===== config.mk =====
export PLATFORM = sky130hd
export DESIGN_NAME = mod100_bcd_display
export DESIGN_NICKNAME = d
export VERILOG_FILES = /design/src/rtl/mod100_bcd_display.sv
export SDC_FILE = /design/constraint.sdc
export NUM_CORES = 1
export LEC_CHECK = 0
export BUFFER_PORTS_ARGS = -buffer_cell sky130_fd_sc_hd__buf_2
export CAP_MARGIN = 5
export CORE_MARGIN = 3
export CORE_UTILIZATION = 30
export CTS_CLUSTER_DIAMETER = 80
export DETAILED_ROUTE_END_ITERATION = 10
export PLACE_DENSITY = 0.54
export SETUP_SLACK_MARGIN = 0.15
export SLEW_MARGIN = 0
export SYNTH_ARGS = -nofsm -noshare
export SYNTH_HDL_FRONTEND = slang
export SYNTH_SLANG_ARGS = --single-unit
export TNS_END_PERCENT = 50

===== constraint.sdc =====
create_clock -name clk -period 1.65 [get_ports clk]
set_clock_uncertainty 0.15 [all_clocks]
set_input_delay 0.0825 -clock clk [delete_from_list [all_inputs] [get_ports clk]]
set_output_delay 0.0825 -clock clk [all_outputs]
set_load 0.01 [all_outputs]

===== src/rtl/mod100_bcd_display.sv =====
// Converts a 0-99 binary count to two BCD digits with a 7-step shift-add-3 engine and
// drives a two-digit multiplexed 7-segment display. Optional macro: LEADING_ZERO_BLANK_EN.
module mod100_bcd_display #(
    parameter int REFRESH_DIV = 1000
) (
    input  logic       clk,
    input  logic       rst,
    input  logic [6:0] count_in,
    input  logic       load,
    output logic       busy,
    output logic       done,
    output logic       err,
    output logic [3:0] tens,
    output logic [3:0] ones,
    output logic [6:0] seg,
    output logic [1:0] digit_en
);

    localparam int CW = (REFRESH_DIV > 2) ? $clog2(REFRESH_DIV) : 1;

    typedef enum logic [1:0] {IDLE, SHIFT, DONE} state_t;

    state_t        state_reg, state_next;
    logic [14:0]   work_reg;          // {bcd[7:0], bin[6:0]}
    logic [14:0]   work_next;
    logic [7:0]    bcd_adj;
    logic [2:0]    iter_reg;
    logic [3:0]    tens_reg, ones_reg;
    logic          err_reg;
    logic [CW-1:0] refresh_reg;
    logic [1:0]    digit_en_reg;
    logic          accept;
    logic [6:0]    sat_in;
    logic [3:0]    digit_sel;

    genvar gi;
    generate
        for (gi = 0; gi < 2; gi++) begin : g_adj
            assign bcd_adj[gi*4 +: 4] = (work_reg[7 + gi*4 +: 4] >= 4'd5)
                                      ? work_reg[7 + gi*4 +: 4] + 4'd3
                                      : work_reg[7 + gi*4 +: 4];
        end
    endgenerate

    assign work_next = {bcd_adj, work_reg[6:0]} << 1;
    assign accept    = load && (state_reg != SHIFT);
    assign sat_in    = (count_in >= 7'd100) ? 7'd99 : count_in;

    always_ff @(posedge clk) begin
        if (rst) begin
            state_reg <= IDLE;
        end else begin
            state_reg <= state_next;
        end
    end

    always_comb begin
        state_next = state_reg;
        case (state_reg)
            IDLE, DONE: state_next = load ? SHIFT : IDLE;
            SHIFT:      if (iter_reg == 3'd6) state_next = DONE;
            default:    state_next = IDLE;
        endcase
    end

    always_comb begin
        busy = (state_reg == SHIFT);
        done = (state_reg == DONE);
    end

    // Result registers only move on the final iteration, so the display never shows partial sums.
    always_ff @(posedge clk) begin
        if (rst) begin
            work_reg <= '0;
            iter_reg <= '0;
            tens_reg <= '0;
            ones_reg <= '0;
            err_reg  <= 1'b0;
        end else if (accept) begin
            work_reg <= {8'd0, sat_in};
            iter_reg <= '0;
            err_reg  <= (count_in >= 7'd100);
        end else if (state_reg == SHIFT) begin
            work_reg <= work_next;
            iter_reg <= iter_reg + 3'd1;
            if (iter_reg == 3'd6) begin
                tens_reg <= work_next[14:11];
                ones_reg <= work_next[10:7];
            end
        end
    end

    always_ff @(posedge clk) begin
        if (rst) begin
            refresh_reg  <= '0;
            digit_en_reg <= 2'b01;
        end else if (refresh_reg == CW'(REFRESH_DIV - 1)) begin
            refresh_reg  <= '0;
            digit_en_reg <= {digit_en_reg[0], digit_en_reg[1]};
        end else begin
            refresh_reg  <= refresh_reg + CW'(1);
        end
    end

    assign digit_sel = digit_en_reg[1] ? tens_reg : ones_reg;

    always_comb begin
        case (digit_sel)
            4'd0:    seg = 7'h3F;
            4'd1:    seg = 7'h06;
            4'd2:    seg = 7'h5B;
            4'd3:    seg = 7'h4F;
            4'd4:    seg = 7'h66;
            4'd5:    seg = 7'h6D;
            4'd6:    seg = 7'h7D;
            4'd7:    seg = 7'h07;
            4'd8:    seg = 7'h7F;
            4'd9:    seg = 7'h6F;
            default: seg = 7'h00;
        endcase
`ifdef LEADING_ZERO_BLANK_EN
        if (digit_en_reg[1] && (tens_reg == 4'd0)) seg = 7'h00;
`else
`endif
    end

    assign tens     = tens_reg;
    assign ones     = ones_reg;
    assign err      = err_reg;
    assign digit_en = digit_en_reg;

endmodule


# Word level (Yosys, flattened, before mapping)
# Memories as Yosys holds them, arrays and structs flattened.
# Cells that the tools add are included.
# W data, S select, Z words.
word_totals:
  romBits: 112
  output_inout_bits: 20
  register_bits: 41
  memories: 1
  elab_cells: 40
  in_bits: 10
op_classes:
  bitwise_logic: 1
  n_mux: 9
  n_lt_le_gt_ge: 3
  reduce_logical: 7
  n_addsub: 4
  n_eq_ne: 6
mem_list:
  columns: ["name", "depth", "word_bits", "read_ports", "rd_ports_with_merged_regs", "write_ports", "line_no", "source"]
  rows:
  - ["(name not given)", 16, 7, 1, 0, 0, "108", "case (digit_sel)"]
op_table:
  columns: ["cell", "count"]
  rows:
  - ["$mux W7", 3]
  - ["$add A10 B1 Y10 const B", 1]
  - ["$eq A10 B10 Y1 const B", 1]
  - ["$ge A4 B3 Y1 const B", 2]
  - ["$mux W4", 2]
  - ["$ge A7 B7 Y1 const B", 1]
  - ["$reduce_or A2 Y1", 3]
  - ["$add A4 B2 Y4 const B", 1]
  - ["$ne A2 B1 Y1 const B", 2]
  - ["$pmux W2 S2", 1]
  - ["$add A3 B1 Y3 const B", 1]
  - ["$add A3 B2 Y3 const B", 1]
  - ["$eq A3 B3 Y1 const B", 1]
  - ["$mux W3", 1]
  - ["$reduce_and A3 Y1", 1]
  - ["$eq A2 B1 Y1 const B", 1]
  - ["$eq A2 B2 Y1 const B", 1]
  - ["$logic_not A2 Y1", 1]
  - ["$mux W2", 1]
  - ["$reduce_bool A2 Y1", 1]
  - ["$logic_and A1 B1 Y1", 1]
  - ["$mux W1", 1]
  - ["$not A1 Y1", 1]

# Logic depth before layout (Yosys ltp)
# Gate-level depths: netlist of the first run.
depth:
  depth_word: 4
  mapped_depth: 7
  mapped_depth_nobuf: 6

# Worst setup path before layout of the first run
# No wires, ideal clock.
synth_timing:
  path_kind: "flip-flop to output port"
  from: "reg digit_en_reg[1], in the netlist digit_en[1]"
  to: "out seg[5]"
  t_arrival_ns: 1.626
  path_stages_with_launch: 8
  path_buffers: 1
  required_time_ns: 1.417
  setup_slack_ns: -0.209
  path_cell_list: "dfxtp_1 > buf_6 > mux2i_1 > inv_1 > ha_1 > nor2_1 > a21oi_1 > o21ai_0"
synth_between:
  elab_chain_len: 2
synth_rtl:
  columns: ["element", "line_no", "source"]
  rows:
  - ["start: declaration", "31", "logic [1:0] digit_en_reg;"]
  - ["start signal: assignment", "99", "digit_en_reg <= {digit_en_reg[0], digit_en_reg[1]};"]
  - ["$mux W4", "105", "assign digit_sel = digit_en_reg[1] ? tens_reg : ones_reg;"]
  - ["$mem_v2 Z16 W7", null, null]
  - ["end: declaration", "15", "output logic [6:0] seg,"]
# Every way passes these cells.

# Final worst setup path of the first run
layout_timing:
  from: "reg digit_en_reg[1], in the netlist digit_en[1]"
  to: "out seg[3]"
# The elaborated chain is that of the path after synthesis.

==> results of run 1 <==
## metal layers
metal,vias up,GRT usage (%),share of wire [%]
met5,-,0,0
met1,918,15.2,46
li1,998,-,-
met4,0,4.21,1.5
met3,7,2.42,2.8
met2,24,21.2,49
## kinds of logic after synthesis
family	after synthesis
XOR/XNOR	8
adder cells (fa/ha/maj)	13
buffers and inverters	24
AND/OR/NAND/NOR	114
multiplexers	11
flip-flops	41
AO/OA/AOI/OAI	44
## cells in the mapped netlist (all sizes together), types with 8 or more instances
master  count  area, um^2
dfxtp      41         821
a21oi      16        80.1
nor3       13        65.1
nand3      12        72.6
ha         13         163
inv        10        37.5
mux2i       9        90.1
o21ai       9        45.0
buf         8        55.1
nand2      23        86.3
nor2       35         131
## critical path: cells and delay by family, from the launching register on
| kind | cells | cell delay (ns) |
|---|---|---|
| fa+ha+maj | 1 | 0.26 |
| flops | 1 | 0.40 |
| buf+inv | 1 | 0.13 |
| compound gates | 1 | 0.10 |
| simple gates | 2 | 0.19 |
| mux | 1 | 0.27 |
## path summary, 6_finish.rpt
| path | startpoint | end | slack [ns] |
|---|---|---|---|
| min | load | err | 0.02 |
| max reg2reg | work_reg[12] | tens[2] | 0.11 |
| max | digit_en[1] | seg[3] | -0.23 |
| min reg2reg | refresh_reg[0] | refresh_reg[0] | 0.30 |
## power breakdown
| part | total (mW) | switching [mW] | internal [mW] |
|---|---|---|---|
| Sequential | 1.06 | 0.0369 | 1.02 |
| Combinational | 0.237 | 0.124 | 0.114 |
| Clock | 0.633 | 0.340 | 0.293 |
## cell type report
class,count,area [um^2]
Fill cell,679,3820
Multi-Input combinational cell,190,1490
Sequential cell,41,843
Timing Repair Buffer,61,419
Tap cell,96,120
Clock buffer,6,72.6
Inverter,11,53.8
Clock inverter,2,10.0
## timing repair
item	in CTS	in global routing
setup endpoints to repair	25	34
buffers inserted	6	2
pin swaps	13	15
hold buffers	6	0
resized for setup	30	46
hold endpoints to repair	6	0
## metrics by stage
| stage | hold slack, ns | instance area, um^2 | setup slack, ns | std cells |
|---|---|---|---|---|
| detailed placement | 0.214 | 2510 | 0.00524 | 385 |
| global placement | 0.209 | 2510 | 0.0270 | 385 |
| floorplan | 0.0920 | 2190 | 0.0595 | 255 |
| global route | 0.0266 | 3010 | -0.318 | 407 |
| finish | 0.0191 | 3010 | -0.229 | 407 |
| CTS | 0.00559 | 2820 | -0.255 | 405 |
==> impl_results.md, run 1 <==
* Starting Density at 31.2%
* Synth Instances at 255
* Die W at 90.3 um
* Num CTS Buffers at 5
* Mux cell area share after synthesis at 5.28%
* Reg2Reg Depth at 6
* First-pass GRT wire length at 8350 um
* Initial antenna violation count at 0
* Most frequent cells in the layout: nor2_1, dfxtp_1, buf_2
* Ratio of cells with drive above 1 in the final layout at between 40% and 50%
* Synth async-reset ratio at 0%
* GPL Wtd Cong at slightly below 0.8
* Top Ports at 30
* Worst setup margin at -0.229 ns
* Crit-path cells: mux2i_4, ha_1, and2_4, o21ai_2, nand2_1, buf_2
* Seq/Total Area, Yosys at 38.5%
* Max FFs per register at 15
* Leakage at 1.15 nW
* Slew headroom at 74.6%
* Simple-gate share of the synthesized area at 27.0%
* Peak supply drop at ~0.27 mV
* Area grow syn2layout at 41.3%
* Die ar. at 0.00815 mm^2
* Yosys warning total at 0
* CP Capture Type: output port
* GR Util All Layers at 12.3%
* Worst skew pair latency at slightly below 0.3 ns
* Syn Nets at between 200 and 300
* Max-Cap Viols at 0
* CTS Sinks at between 40 and 50
* WL final at 4990 um
* Die span in y at about 90 um
* Root buffer cell: clkbuf_8
* Antenna viol nets, final at 0
* CP required at 1.42 ns
* Clk pin slew, worst setup/hold paths at 0.08 ns
* Core area at 0.00683 mm^2
* RSZ-0062 raised after global routing: yes
* Main synth FF type: dfxtp_1
* DRC violations left at 0
* Adder-Cell Fraction of Synth Area at under 10%
* Pin count of the biggest net entering global routing at 21
* Nets at 333
* Xor-xnor portion of the synthesized cell area at around 3.3%
* Vias/cell at 4.78
* Total number of vias at 1947
* Part of the cycle the worst path needs at 114%
* Arr. time, crit path at approximately 1.7 ns
* Final hold vios at 0
* Status: complete, but fails checks
* Critical path class: register to output port
* Failing checks: setup timing
* Mapped cell area at 0.00213 mm^2
* EDFF count, synth at 0
* Pwr Total at a little under 2 mW
* Post-synthesis register bit count at 41
* Slowest-stage cell, CP: dfxtp_4
* Htree depth at 2
* Hold Path Depth at 3
* Final Max Slew Viols at 0
* Iteration-0 DRC Markers at 35
* Drt pass-1 iters at 4
* Netlist cell types at 41
* Clock Tree Buf Depth at 2
* Worst slew pin tran at 0.381 ns
* Hold crit path type: input port to register
* Startpoint Class: register
* Complex-gate fraction of the synthesized area at 12.7%
* Site Rows at 30
* CP Max Fanout at 5
* Power per cell area at 641 mW/mm^2
* Mapped Avg Cell Area at 8.36 um^2
* Setup TNS at -1.26 ns
* CTS tree: built
* Finished Core Util at 44.1%
* FMAX at 0.532 GHz
* Grt total ovfl at 0
* Vias in the first global route at 1843
* HPWL after DPL at 3450 um
* Port Buf Inserts at 29
* Ant diodes at 0
* Post-DR wirelength/cell at 12.2 um
* Worst stage delay on the critical path at 0.40 ns
* Final setup viols at 7
* Final min period at 1.88 ns
* Largest family of logic cells by synthesized area: simple AND/OR/NAND/NOR gates
No activity file was read; power rests on OpenSTA's default activity.
==> run 2: changes to the inputs <==
- BUFFER_PORTS_ARGS: -buffer_cell sky130_fd_sc_hd__buf_2 -> unset
- CTS_CLUSTER_SIZE: unset -> 25
- DONT_BUFFER_PORTS: unset -> 1
- PLACE_DENSITY: 0.54 -> 0.5
==> run 2 against run 1 <==
The run still ends with setup timing left; combinational power shrank 7%; critical path depth is 2 lower; setup slack gained 0.063 ns; non-clock buffer count down 22; fmax increased by 3.5%.
==> impl_results.md, run 2 (synthesis results as in run 1) <==
* Drt pass-1 iters at 4 (unchanged)
* Final setup viols at 7 (unchanged)
* Port Buf Inserts at 0 (-100%)
* Die W at 90.3 um (unchanged)
* Clock Tree Buf Depth at 2 (unchanged)
* Area occupied by multi-input gates at 0.00147 mm^2 (-1.3%)
* CP required at 1.42 ns (about the same)
* Site Rows at 30 (unchanged)
* Max FFs per register at 15 (unchanged)
* Power per cell area at 665 mW/mm^2 (+3.8%)
* Area grow syn2layout at 36.6%
* Most frequent cells in the layout: dfxtp_1, nor2_1, buf_4
* Top Ports at 30 (unchanged)
* Worst setup margin at -0.166 ns (+0.0627 ns)
* Worst slew pin tran at 0.493 ns (+0.112 ns)
* WL final at 5140 um (+3.1%)
* Post-DP Area at 0.00240 mm^2 (-4.6%)
* Ratio of cells with drive above 1 in the final layout at 34.3% (-7.9 points)
* Startpoint Class: register
* Cell total after placement at 360 (-6.5%)
* Leakage at 1.06 nW (-7.9%)
* Max-Cap Viols at 0 (unchanged)
* CTS Sinks at 41 (unchanged)
* Crit-path cells: mux2i_4, ha_1, and2_4, nor2_1
* Starting Density at 31.2% (unchanged)
* Post-Layout Inst Area at 0.00291 mm^2 (-3.3%)
* Commonest non-fill, non-tap cell in the layout: dfxtp_1
* Worst stage delay on the critical path at 0.41 ns (about the same)
* DRC violations left at 0 (unchanged)
* Initial antenna violation count at 0 (unchanged)
* CTS tree: built
* Antenna viol nets, final at 0 (unchanged)
* Fillers at 700 (+3.1%)
* Vias in the first global route at 1774 (-3.7%)
* Pin count of the biggest net entering global routing at 38 (+81%)
* Part of the cycle the worst path needs at 110% (-3.8 points)
* Peak supply drop at 0.313 mV (+15%)
* Post-DR wirelength/cell at 13.4 um (+9.0%)
* Worst hold margin at 0.0165 ns (-0.00257 ns)
* Total number of vias at 1867 (-4.1%)
* Nets at 311 (-6.6%)
* First-pass GRT wire length at 8680 um (+4.0%)
* Htree depth at 2 (unchanged)
* Vias/cell at 4.85 (+1.4%)
* Final hold vios at 0 (unchanged)
* HPWL after DPL at 3400 um (-1.5%)
* Slew headroom at 67.2% (-7.5 points)
* CP Max Fanout at 5 (unchanged)
* Clk pin slew, worst setup/hold paths at 0.08 ns (about the same)
* Core area at 0.00683 mm^2 (unchanged)
* GPL Wtd Cong at 0.775 (+0.35%)
* CP Capture Type: output port
* Iteration-0 DRC Markers at 67 (+91%)
* Grt total ovfl at 0 (unchanged)
* Pwr Total at 1.94 mW (+0.33%)
* Die span in y at 90.3 um (unchanged)
* FMAX at 0.551 GHz (+3.5%)
* Non-filler cells, final at 385 (-5.4%)
* Final min period at 1.82 ns (-0.0627 ns)
* Arr. time, crit path at 1.58 ns (-0.07 ns)
* FF+latch area at 840 um^2 (-0.45%)
* Num CTS Buffers at 5 (unchanged)
* Hold crit path type: input port to register
* Die ar. at 0.00815 mm^2 (unchanged)
* Root buffer cell: clkbuf_8
* Ant diodes at 0 (unchanged)
* Status: complete, but fails checks
* RSZ-0062 raised after global routing: yes
* Worst skew pair latency at 0.29 ns (about the same)
* Final Max Slew Viols at 0 (unchanged)
* GR Util All Layers at 12.9% (+0.64 points)
* Slowest-stage cell, CP: dfxtp_4
* Critical path class: register to output port
* Failing checks: setup timing
[run 2: cell count changes in the layout (fill, tap and decap cells not counted), sizes merged]
cell          delta
clkinvlp         +1
dlymetal6s4s     +1
clkinv           -1
clkbuf           +1
dlygate4sd3      +3
buf             -26
inv              -1
[run 2: path summary, 6_finish.rpt]
path | start | end | slack, ns | cells after the start
hold / removal | load | work_reg[2] | 0.02 | 3
hold reg to reg | refresh_reg[0] | refresh_reg[0] | 0.31 | 1
setup / recovery | digit_en[1] | seg[1] | -0.17 | 4
setup reg to reg | work_reg[11] | tens[1] | 0.09 | 6
[run 2: routing by layer]
layer	global-route usage (%)	vias up	part of all wire (%)
met2	20.2	32	49
met5	0	-	0
li1	-	964	-
met4	4.34	0	1.0
met1	17.1	866	46
met3	3.67	5	3.7
[run 2: critical path: cells and delay by family (launching register included)]
| kind | cells | cell delay (ns) |
|---|---|---|
| muxes | 1 | 0.29 |
| DFF | 1 | 0.41 |
| and+or+nand+nor | 2 | 0.34 |
| adders and majority gates | 1 | 0.26 |
[run 2: power breakdown]
part | switching, mW | internal (mW)
clock | 0.355 | 0.300
sequential | 0.0374 | 1.02
combinational | 0.114 | 0.107
[run 2: what timing repair did]
| item | CTS | global route |
|---|---|---|
| gates resized for setup | 28 | 38 |
| buffers inserted | 5 | 1 |
| hold buffers | 10 | 1 |
| setup endpoints to repair | 28 | 36 |
| hold endpoints to repair | 33 | 2 |
| pin swaps | 10 | 17 |
[run 2: stage by stage]
step                      worst slack, ns  util, %  setup TNS [ns]
after detailed placement           0.0354     35.1               0
after global placement             0.0642     35.1               0
after CTS                          -0.203     40.4           -1.06
after floorplan                    0.0595        -               0
after global routing               -0.265     42.6           -1.65
final                              -0.166     42.6          -0.915
[run 2: final cells by class]
cell class	instances	area share (%)
multi-input cells	190	50.6
flip-flops and latches	41	28.8
clock buffers	7	2.62
well taps	96	4.13
clock inverters	1	0.258
repair buffers	39	11.7
inverters	11	1.85
